<file path="config.mk">
export PLATFORM = sky130hd
export DESIGN_NAME = multicycle_control
export DESIGN_NICKNAME = d
export VERILOG_FILES = /design/src/rtl/multicycle_control_pkg.sv /design/src/rtl/multicycle_control_next_state.sv /design/src/rtl/multicycle_control.sv
export SDC_FILE = /design/constraint.sdc
export NUM_CORES = 1
export LEC_CHECK = 0
export BUFFER_PORTS_ARGS = -buffer_cell sky130_fd_sc_hd__buf_4
export CAP_MARGIN = 20
export CORE_MARGIN = 5
export CORE_UTILIZATION = 35
export DETAILED_ROUTE_END_ITERATION = 6
export HOLD_SLACK_MARGIN = 0.03
export PLACE_DENSITY = 0.69
export SYNTH_ARGS = -nofsm -noshare
export SYNTH_HDL_FRONTEND = slang
export SYNTH_HIERARCHICAL = 1
export SYNTH_SLANG_ARGS = --single-unit
</file>
<file path="constraint.sdc">
create_clock -name clock -period 3.6 [get_ports clock]
set_input_delay 0.9 -clock clock [delete_from_list [all_inputs] [get_ports clock]]
set_output_delay 0.9 -clock clock [all_outputs]
set_load 0.03 [all_outputs]
</file>
<file path="src/rtl/multicycle_control_pkg.sv">
// Shared definitions for the multicycle MIPS control unit.
// Holds the state encoding, the supported opcodes and the mux-select
// codes. The control FSM and its next-state function both import this package.
package multicycle_control_pkg;

  // State encodings. They are visible on the debug state port, so the
  // values are fixed. Encodings 13-15 are never used.
  typedef enum logic [3:0] {
    ST_FETCH     = 4'd0,
    ST_DECODE    = 4'd1,
    ST_MEM_ADDR  = 4'd2,
    ST_MEM_READ  = 4'd3,
    ST_MEM_WB    = 4'd4,
    ST_MEM_WRITE = 4'd5,
    ST_R_EXEC    = 4'd6,
    ST_R_WB      = 4'd7,
    ST_BRANCH    = 4'd8,
    ST_ADDI_EXEC = 4'd9,
    ST_ADDI_WB   = 4'd10,
    ST_JUMP      = 4'd11,
    ST_TRAP      = 4'd12
  } state_t;

  // Supported opcodes (IR[31:26])
  localparam logic [5:0] OP_RTYPE = 6'h00;
  localparam logic [5:0] OP_LW    = 6'h23;
  localparam logic [5:0] OP_SW    = 6'h2B;
  localparam logic [5:0] OP_BEQ   = 6'h04;
  localparam logic [5:0] OP_ADDI  = 6'h08;
  localparam logic [5:0] OP_J     = 6'h02;

  // ALU B-input select
  localparam logic [1:0] ALUB_REG      = 2'b00;
  localparam logic [1:0] ALUB_FOUR     = 2'b01;
  localparam logic [1:0] ALUB_IMM      = 2'b10;
  localparam logic [1:0] ALUB_IMM_SHL2 = 2'b11;

  // ALU operation class
  localparam logic [1:0] ALUOP_ADD   = 2'b00;
  localparam logic [1:0] ALUOP_SUB   = 2'b01;
  localparam logic [1:0] ALUOP_FUNCT = 2'b10;

  // PC source select
  localparam logic [1:0] PCSRC_ALU    = 2'b00;
  localparam logic [1:0] PCSRC_ALUOUT = 2'b01;
  localparam logic [1:0] PCSRC_JUMP   = 2'b10;

endpackage

</file>
<file path="src/rtl/multicycle_control_next_state.sv">
// Combinational next-state function of the multicycle control FSM.
// Ports:
//   state      in  4  current state register (raw, so 13-15 can be seen)
//   opcode     in  6  IR[31:26]
//   mem_ready  in  1  shared memory completes the current access
//   next_state out 4  state to load on the next clock edge
//   retire     out 1  an instruction completes on the next clock edge
module multicycle_control_next_state
  import multicycle_control_pkg::*;
(
  input  logic [3:0] state,
  input  logic [5:0] opcode,
  input  logic       mem_ready,
  output logic [3:0] next_state,
  output logic       retire
);

  always_comb begin
    next_state = ST_FETCH;
    retire     = 1'b0;
    case (state)
      ST_FETCH:     next_state = mem_ready ? ST_DECODE : ST_FETCH;
      ST_DECODE: begin
        case (opcode)
          OP_LW, OP_SW: next_state = ST_MEM_ADDR;
          OP_RTYPE:     next_state = ST_R_EXEC;
          OP_BEQ:       next_state = ST_BRANCH;
          OP_ADDI:      next_state = ST_ADDI_EXEC;
          OP_J:         next_state = ST_JUMP;
          default:      next_state = ST_TRAP;
        endcase
      end
      // Only lw and sw reach MEM_ADDR, so anything other than lw is a store.
      ST_MEM_ADDR:  next_state = (opcode == OP_LW) ? ST_MEM_READ : ST_MEM_WRITE;
      ST_MEM_READ:  next_state = mem_ready ? ST_MEM_WB : ST_MEM_READ;
      ST_MEM_WRITE: begin
        next_state = mem_ready ? ST_FETCH : ST_MEM_WRITE;
        retire     = mem_ready;
      end
      ST_R_EXEC:    next_state = ST_R_WB;
      ST_ADDI_EXEC: next_state = ST_ADDI_WB;
      ST_MEM_WB, ST_R_WB, ST_ADDI_WB, ST_BRANCH, ST_JUMP: begin
        next_state = ST_FETCH;
        retire     = 1'b1;
      end
      ST_TRAP:      next_state = ST_TRAP;
      // Unused encodings recover to FETCH without counting a retire.
      default:      next_state = ST_FETCH;
    endcase
  end

endmodule

</file>
<file path="src/rtl/multicycle_control.sv">
// Moore control FSM for the multicycle MIPS datapath.
// It steps through fetch, decode, execute, memory and writeback. It stretches
// the memory states with the mem_ready handshake. It halts in TRAP on an
// unsupported opcode and counts retired instructions.
// Ports:
//   clock, reset            clock and synchronous active-high reset
//   opcode, mem_ready       IR[31:26] and the memory completion handshake
//   pc_write .. pc_source   datapath mux selects and write strobes
//   illegal                 sticky flag, set on entry to TRAP
//   state                   current state encoding (debug)
//   retire_count            instructions completed since reset
module multicycle_control
  import multicycle_control_pkg::*;
#(
  parameter int RETIRE_W = 32
) (
  input  logic                clock,
  input  logic                reset,
  input  logic [5:0]          opcode,
  input  logic                mem_ready,
  output logic                pc_write,
  output logic                pc_write_cond,
  output logic                i_or_d,
  output logic                mem_read,
  output logic                mem_write,
  output logic                ir_write,
  output logic                mem_to_reg,
  output logic                reg_dst,
  output logic                reg_write,
  output logic                alu_src_a,
  output logic [1:0]          alu_src_b,
  output logic [1:0]          alu_op,
  output logic [1:0]          pc_source,
  output logic                illegal,
  output logic [3:0]          state,
  output logic [RETIRE_W-1:0] retire_count
);

  logic [3:0]          state_q;
  logic [3:0]          next_state;
  logic                retire;
  logic                illegal_q;
  logic [RETIRE_W-1:0] retire_q;
  logic [3:0]          dec_state;

  multicycle_control_next_state u_next_state (
    .state      (state_q),
    .opcode     (opcode),
    .mem_ready  (mem_ready),
    .next_state (next_state),
    .retire     (retire)
  );

  // State register, sticky illegal flag and retire counter.
  // A reset mid-instruction drops that instruction without counting it.
  always_ff @(posedge clock) begin
    if (reset) begin
      state_q   <= ST_FETCH;
      illegal_q <= 1'b0;
      retire_q  <= '0;
    end else begin
      state_q <= next_state;
      if (next_state == ST_TRAP)
        illegal_q <= 1'b1;
      if (retire)
        retire_q <= retire_q + RETIRE_W'(1);
    end
  end

  // While reset is high, the outputs show the FETCH values with every strobe off.
  // This holds even if the state register still holds an abandoned state.
  assign dec_state = reset ? ST_FETCH : state_q;

  // Output decode. Everything defaults to 0. FETCH is the only Mealy state:
  // the IR load and the PC+4 write happen in the cycle the memory delivers.
  always_comb begin
    pc_write      = 1'b0;
    pc_write_cond = 1'b0;
    i_or_d        = 1'b0;
    mem_read      = 1'b0;
    mem_write     = 1'b0;
    ir_write      = 1'b0;
    mem_to_reg    = 1'b0;
    reg_dst       = 1'b0;
    reg_write     = 1'b0;
    alu_src_a     = 1'b0;
    alu_src_b     = ALUB_REG;
    alu_op        = ALUOP_ADD;
    pc_source     = PCSRC_ALU;
    case (dec_state)
      ST_FETCH: begin
        mem_read  = 1'b1;
        alu_src_b = ALUB_FOUR;
        ir_write  = mem_ready;
        pc_write  = mem_ready;
      end
      ST_DECODE:    alu_src_b = ALUB_IMM_SHL2;
      ST_MEM_ADDR: begin
        alu_src_a = 1'b1;
        alu_src_b = ALUB_IMM;
      end
      ST_MEM_READ: begin
        mem_read = 1'b1;
        i_or_d   = 1'b1;
      end
      ST_MEM_WB: begin
        reg_write  = 1'b1;
        mem_to_reg = 1'b1;
      end
      ST_MEM_WRITE: begin
        mem_write = 1'b1;
        i_or_d    = 1'b1;
      end
      ST_R_EXEC: begin
        alu_src_a = 1'b1;
        alu_op    = ALUOP_FUNCT;
      end
      ST_R_WB: begin
        reg_write = 1'b1;
        reg_dst   = 1'b1;
      end
      ST_BRANCH: begin
        alu_src_a     = 1'b1;
        alu_op        = ALUOP_SUB;
        pc_write_cond = 1'b1;
        pc_source     = PCSRC_ALUOUT;
      end
      ST_ADDI_EXEC: begin
        alu_src_a = 1'b1;
        alu_src_b = ALUB_IMM;
      end
      ST_ADDI_WB:   reg_write = 1'b1;
      ST_JUMP: begin
        pc_write  = 1'b1;
        pc_source = PCSRC_JUMP;
      end
      default: ;
    endcase
    if (reset) begin
      pc_write      = 1'b0;
      pc_write_cond = 1'b0;
      ir_write      = 1'b0;
      mem_read      = 1'b0;
      mem_write     = 1'b0;
      reg_write     = 1'b0;
    end
  end

  assign illegal      = illegal_q;
  assign state        = state_q;
  assign retire_count = retire_q;

endmodule

</file>
# After elaboration in Yosys (flattened, before gate mapping)
# Index checks and enable logic that the tools add are counted.
[totals]
wordCells = 70
register_bits = 37
output_inout_bits = 53
[classes]
muxes = 27
eq_ne = 29
n_addsub = 1
reduce_logical = 10
[ops]
columns = ["op", "n"]
rows = [
  ["== test 4 bit, second input constant", 10],
  ["adder 32 x 1 -> 32 bit, second input constant", 1],
  ["== test 4 x 3 -> 1 bit, second input constant", 8],
  ["one-hot mux 4 bit (8 select lines)", 1],
  ["one-hot mux 4 bit (5 select lines)", 1],
  ["== test 4 x 2 -> 1 bit, second input constant", 4],
  ["two-way mux 1 bit", 16],
  ["== test 6 bit, second input constant", 2],
  ["two-way mux 3 bit", 3],
  ["== test 4 x 1 -> 1 bit, second input constant", 2],
  ["logical NOT 4 bit", 2],
  ["one-hot mux 2 bit (2 select lines)", 2],
  ["OR reduction 2 bit", 4],
  ["== test 6 x 2 -> 1 bit, second input constant", 1],
  ["== test 6 x 3 -> 1 bit, second input constant", 1],
  ["== test 6 x 4 -> 1 bit, second input constant", 1],
  ["logical NOT 6 bit", 1],
  ["one-hot mux 2 bit (3 select lines)", 1],
  ["OR reduction 5 bit", 1],
  ["two-way mux 4 bit", 1],
  ["one-hot mux 1 bit (2 select lines)", 2],
  ["OR reduction 4 bit", 1],
  ["OR reduction 3 bit", 1],
]

# Longest topological paths before layout
# Gate-level depths: netlist of the first run.
[logic_depth]
word_depth = 5
mapped_depth = 10
ltp_nobuf = 8

# Cells and area by module
# The synthesis of the first run kept the hierarchy.
[modules_own_cells]
columns = ["mod", "area_per_inst_um2", "seq_area_each_um2", "n_inst", "cells_per_inst"]
rows = [
  ["multicycle_control", 1853.0, 740.7, 1, 217],
  ["multicycle_control_next_state", 284.0, 0.0, 1, 46],
]

# Worst setup path before layout of the first run
# No wires, ideal clock.
[synth_timing]
kind = "input -> output"
startpoint = "input port reset"
endpoint = "output port pc_source[0]"
t_arrival_ns = 2.346
path_slack_ns = 0.354
cell_stages = 4
required_ns = 2.700
path_cell_list = "clkbuf_1 -> clkbuf_1 -> nor3_1 -> buf_4"
[synth_via]
elab_chain_cells = 3
elab_cells_between_ends = 4
cone_classes = "eq/ne: 2; mux: 2"
[synth_lines]
columns = ["item", "line", "source"]
rows = [
  ["start: declaration", "multicycle_control.sv:18", "input logic reset,"],
  ["two-way mux 4 bit *", "multicycle_control.sv:72", "assign dec_state = reset ? ST_FETCH : state_q;"],
  ["== test 4 bit", "multicycle_control.sv:90", "case (dec_state)"],
  ["one-hot mux 2 bit (2 select lines) *", "multicycle_control.sv:90", ""],
  ["end: declaration", "multicycle_control.sv:33", "output logic [1:0] pc_source,"],
]
# Mark *: on every way between the ends. The rest lies on a longest branch, timed or not.

# Final worst setup path of the first run
[layout_timing]
startpoint = "input port reset"
endpoint = "output port pc_write"
[layout_via]
elab_chain_cells = 4
elab_cells_between_ends = 5
cone_classes = "eq/ne: 1; mux: 3; reduce/logical: 1"
[layout_lines]
columns = ["item", "line", "source"]
rows = [
  ["two-way mux 4 bit", "multicycle_control.sv:72", ""],
  ["== test 4 bit / logical NOT 4 bit (equally long branches)", "multicycle_control.sv:90", ""],
  ["one-hot mux 1 bit (2 select lines)", "multicycle_control.sv:90", ""],
  ["two-way mux 1 bit *", "multicycle_control.sv:139", "if (reset) begin"],
  ["end: declaration", "multicycle_control.sv:21", "output logic pc_write,"],
]
# Marked as above.

==> results.cfg, run 1 <==
[routing]
dr_wl_met3_um = 411
avgViaCountPerCell = 5.08
vias = 2000
drc = 0
top_layer_used = met4
routed_wl_um = 5160
wl_met1_um = 2440
drtIter0Drc = 127
dr_wl_met2_um = 2260
drt-pass1-iter-count = 4
drtAntennaViolNets = 0
wl_per_cell_um = 13.1

[setup_path]
cp_max_fo = 50
cp-end-kind = output port
path_depth = 5
r2r-end = retire_count[30]
slowest_delay_ns = 0.40
cp_slowest_cell = buf_4
cp.arrival_ns = 2.09
reg2reg_from = state[0]
start_kind = input port
reg2reg_depth = 9
path_cells = buf_4 > nand2b_1 > nor2_1 > or2_2 > buf_4
critPathRequiredTime_ns = 2.70
cpMostUsedCell = buf_4
r2r_slack_ns = 0.96
crit_family = simple AND/OR/NAND/NOR gates
path_buf_inv = 2
worstSetupPathType = in2out

[clocking]
cts_sinks = 37
post_cts_resized = 0
cts.reportedPaths.clkPinSlew_ns = 0.07
clk_latency_ns = 0.29
hold_buffers = 0
post-cts-setup-buffers = 0
htreeDepth = 2
root_buffer = clkbuf_8
clock_path_buffers = 2
cts_tree = yes
cts_made_buffers = 5

[sta]
fin_setup_tns_ns = 0
maxSlewViolCount = 0
setup_viol_count_final = 0
hold_viol = 0
worst_pin_slew_ns = 0.579
fmax_mhz = 335
fin_skew_ns = 0.00235
worst_slack_ns = 0.611
period_needed_ns = 2.99
slew_headroom_pct = 61.3
post-route-period-util_pct = 83.0
rsz0062_at_grt = false

[global_routing]
grt_pass1_vias = 1820
grt_max_degree = 51
antenna_found_initial = 0
grt_use_total_pct = 13.6
grt-ovfl-total = 0
grt_pass1_wl_um = 8370

[placement]
place_hpwl_um = 3850
port_buffers = 61
gp_congestion = 0.760
place_ws_ns = 0.609

[synthesis]
syn_inst = 263
yosysMostFrequentCell = nor2_1
yosys-top-cells-area = dfxtp_1, xor2_1, nor2_1
syn_avg_cell_area_um2 = 8.13
syn-cell-area_um2 = 2140
yosys.area.top_type_share_pct = 34.7
ys_seq_area_share_pct = 34.7
synthTopCellsByCount = nor2_1, dfxtp_1, xor2_1
yosys_most_used_dff = dfxtp_1
yosysWarnings = 6
ys_types = 49
ys_ff_latch = 37
synth_top_area_cell = dfxtp_1
synth_edf_count = 0
syn-num-nets = 273
postSynth.asyncResetShare_pct = 0

[layout]
multiInputGateArea_um2 = 1320
fin_nets = 329
synthToLayoutAreaGrowth_pct = 27.8
fillCellCount = 596
drive_gt1_share_pct = 27.9
seqCellArea_um2 = 741
antennaDiodeCount = 0

[floorplan]
core_area_um2 = 5920
ios = 62
die_h_um = 88.1
fp.dieW_um = 88.1
rows = 28
die_area_um2 = 7770
initial_core_util_pct = 36.1

[flow_run]
drv_cap = 0

[power_and_ir_drop]
power_density_nw_per_um2 = 306
leakage_nw = 1.11
peakVddDrop_mv = 0.140

[min_path]
holdPathStages = 2
min_to = illegal
min_from = illegal
hold_path_class = reg2reg

[run_status]
status = complete, no violations
==> worst reg2reg max path: cells and delay by family (launching register included) <==
kind                   cells  cell delay, ns
flip-flops                 1            0.69
AO/OA/AOI/OAI              2            0.38
AND/OR/NAND/NOR            6            1.30
buffers and inverters      1            0.22
==> cell usage in the layout (no fill, tap or decap), types with 3 or more instances in the layout <==
cell      synthesis  layout
buf_4             1      63
nor2_1           44      44
dfxtp_1          37      37
xor2_1           23      23
nand2_1          20      20
nor3_1           15      15
nand4_1          11      11
nand3_1          11      11
nor2b_1           9       9
xnor2_1           7       7
a21oi_1           6       6
inv_1             6       6
clkbuf_8          0       6
nand2b_1          5       5
o21ai_0           5       5
nor4_1            4       4
or2_2             3       3
and3_1            3       3
==> through the flow <==
step,area [µm²],hold WS [ns],utilization [%],std cells,total power [W]
after global placement,2650,0.477,44.7,387,0.000555
after CTS,2730,0.483,46.1,394,0.000845
after detailed placement,2650,0.463,44.7,387,0.000556
after floorplan,2140,0.644,-,263,0.000514
after global routing,2730,0.515,46.1,394,0.000872
final,2730,0.477,46.1,394,0.000836
==> final cells by class <==
cell class,instances,area share [%]
Multi-Input combinational cell,206,48.1
Timing Repair Buffer,63,17.3
Sequential cell,37,27.1
Clock buffer,7,3.16
Inverter,6,0.825
Tap cell,75,3.44
==> kinds of logic after synthesis <==
| group | count (synthesis) | synth area share [%] |
|---|---|---|
| flops | 37 | 34.7 |
| compound gates | 24 | 7.79 |
| fa+ha+maj | 1 | 0.585 |
| mux | 4 | 1.99 |
| xor+xnor | 30 | 12.3 |
| simple gates | 147 | 38.9 |
| buf+inv | 20 | 3.81 |
==> flip-flops by register name, indices dropped and copies added (netlist names) <==
| name | flops |
|---|---|
| illegal | 1 |
| retire_count | 32 |
| state | 4 |
==> power breakdown <==
group          total (W)  internal [W]  switching (W)  leakage [nW]
clock           0.000289      0.000152       0.000138        0.0443
sequential      0.000430      0.000414      0.0000155         0.298
combinational   0.000117     0.0000476      0.0000695         0.763
total           0.000836      0.000614       0.000223          1.11
==> routing by layer <==
metal / GRT usage (%) / up-vias
met5: 0 / -
met4: 5.77 / 0
met3: 4.14 / 5
met2: 20.6 / 61
met1: 17.9 / 909
li1: - / 1025
==> worst max-delay path by stage <==
stage / start / end
after floorplan: reset / pc_source[0]
after global placement: reset / pc_write
after detailed placement: reset / pc_write
after CTS: reset / pc_write
after global routing: reset / pc_write
final: reset / pc_write
Note: power is estimated with default switching activity, not from simulation.
==> inputs of run 2 (changes only) <==
==> constraint.sdc (replaced) <==
create_clock -name clock -period 3.1 [get_ports clock]
set_input_delay 0.775 -clock clock [delete_from_list [all_inputs] [get_ports clock]]
set_output_delay 0.775 -clock clock [all_outputs]
set_load 0.03 [all_outputs]
==> run 2 against run 1 <==
Effect of this change: sequential power is 15% higher; core utilization is 0.40 points higher; die area stayed put; hold slack better by 0.014 ns; register-to-register slack worse by 0.32 ns; cell area is 0.87% higher; total power is 14% higher; sequential share of layout area is 0.23 points lower; cell count is 1.3% higher.
==> results.cfg, run 2 (synthesis gave the netlist of run 1 again) <==
[clocking]
post-cts-setup-buffers = 0
cts_sinks = 37
hold_buffers = 0
cts.reportedPaths.clkPinSlew_ns = 0.07
cts_tree = yes
root_buffer = clkbuf_8
htreeDepth = 2
clk_latency_ns = 0.29
cts_made_buffers = 5
post_cts_resized = 0
clock_path_buffers = 2

[setup_path]
start_kind = flip-flop
cp.arrival_ns = 1.96
cp-end-kind = output port
cp_max_fo = 11
critPathRequiredTime_ns = 2.32
worstSetupPathType = reg2out

[power_and_ir_drop]
power_density_nw_per_um2 = 347
netSwitchingFraction_pct = 26.9
p_switching_w = 0.000258
leakage_nw = 1.12
p_seq_share_pct = 51.6
combPwrFrac_pct = 15.2
totalPowerFinal_w = 0.000957
internal_power_w = 0.000699
pwr-share-clk_pct = 33.2
peakVddDrop_mv = 0.178

[sta]
post-route-period-util_pct = 88.3
slew_headroom_pct = 58.9
fmax_mhz = 365
fin_skew_ns = 0.00417
period_needed_ns = 2.74
hold_viol = 0
worst_pin_slew_ns = 0.616
maxSlewViolCount = 0
rsz0062_at_grt = false
fin_setup_tns_ns = 0
worst_slack_ns = 0.364
setup_viol_count_final = 0

[placement]
place_hpwl_um = 3890
place_inst = 391
gp_congestion = 0.749
port_buffers = 61
place_ws_ns = 0.529

[layout]
synthToLayoutAreaGrowth_pct = 28.9
finalCoreUtilization_pct = 46.5
final_common_cell = buf_4
antennaDiodeCount = 0
drive_gt1_share_pct = 28.4
largest_reg_flops = 32
fin_cells = 399
fillCellCount = 587
final_cell_mix = buf_4, nor2_1, dfxtp_1
fin_nets = 333

[flow_run]
drv_cap = 0

[routing]
wl_per_cell_um = 13.4
drt-pass1-iter-count = 5
avgViaCountPerCell = 5.12
vias = 2043
drtIter0Drc = 124
drc = 0
drtAntennaViolNets = 0
routed_wl_um = 5330

[global_routing]
grt_max_degree = 35
grt-ovfl-total = 0
antenna_found_initial = 0
grt_pass1_vias = 1885
grt_pass1_wl_um = 8850
grt_use_total_pct = 14.2

[floorplan]
die_area_um2 = 7770
fp.dieW_um = 88.1
ios = 62
die_h_um = 88.1
initial_core_util_pct = 36.1
core_area_um2 = 5920
rows = 28

[min_path]
hold_path_class = reg2reg

[run_status]
status = complete, no violations
==> run 2: cell types whose count changed in the layout (fill, tap and decap cells not counted) <==
cell,previous run,this run
clkbuf_8,6,5
buf_4,63,67
clkbuf_1,1,3
==> run 2: stage by stage <==
stage          area (µm²)  hold slack (ns)
4_1_cts              2760            0.501
5_1_grt              2760            0.544
3_5_place_dp         2680            0.486
3_3_place_gp         2680            0.482
2_1_floorplan        2140            0.644
6_report             2760            0.491
==> run 2: path summary, 6_finish.rpt <==
| check | from | slack (ns) | depth (start not counted) | endpoint |
|---|---|---|---|---|
| max | state[1] | 0.36 | 4 | alu_src_b[1] |
| min | illegal | 0.49 | 2 | illegal |
| max reg2reg | state[2] | 0.64 | 8 | retire_count[30] |
| min reg2reg | illegal | 0.49 | 2 | illegal |
==> run 2: layout make-up <==
| type | count | area (µm²) | share of cell area (%) |
|---|---|---|---|
| multi-input cells | 206 | 1320 | 47.7 |
| clock buffers | 8 | 80.1 | 2.91 |
| inverters | 6 | 22.5 | 0.817 |
| repair buffers | 67 | 503 | 18.3 |
| flip-flops and latches | 37 | 741 | 26.9 |
| well taps | 75 | 93.8 | 3.41 |
==> run 2: worst max-delay path: stages, from the launching register on <==
cell      delay, ns
dfxtp_1        0.51
buf_4          0.24
or3b_2         0.47
a211oi_1       0.24
buf_4          0.21
==> run 2: power by group through the flow <==
stage	registers [W]	clock network, W	logic [W]
finish	0.000493	0.000318	0.000146
global route	0.000495	0.000347	0.000158
floorplan	0.000510	0	0.0000871
detailed placement	0.000504	0	0.000146
global placement	0.000504	0	0.000144
CTS	0.000494	0.000330	0.000146
==> run 2: layer usage <==
metal  wire (µm)  GRT usage, %  vias to the layer above  part of all wire (%)
met5           0             0                        -                     0
met4          61          4.12                        0                   1.1
met3         396          4.33                        6                   7.4
met2        2350          21.8                       54                    44
met1        2520          19.2                      949                    47
li1            -             -                     1034                     -
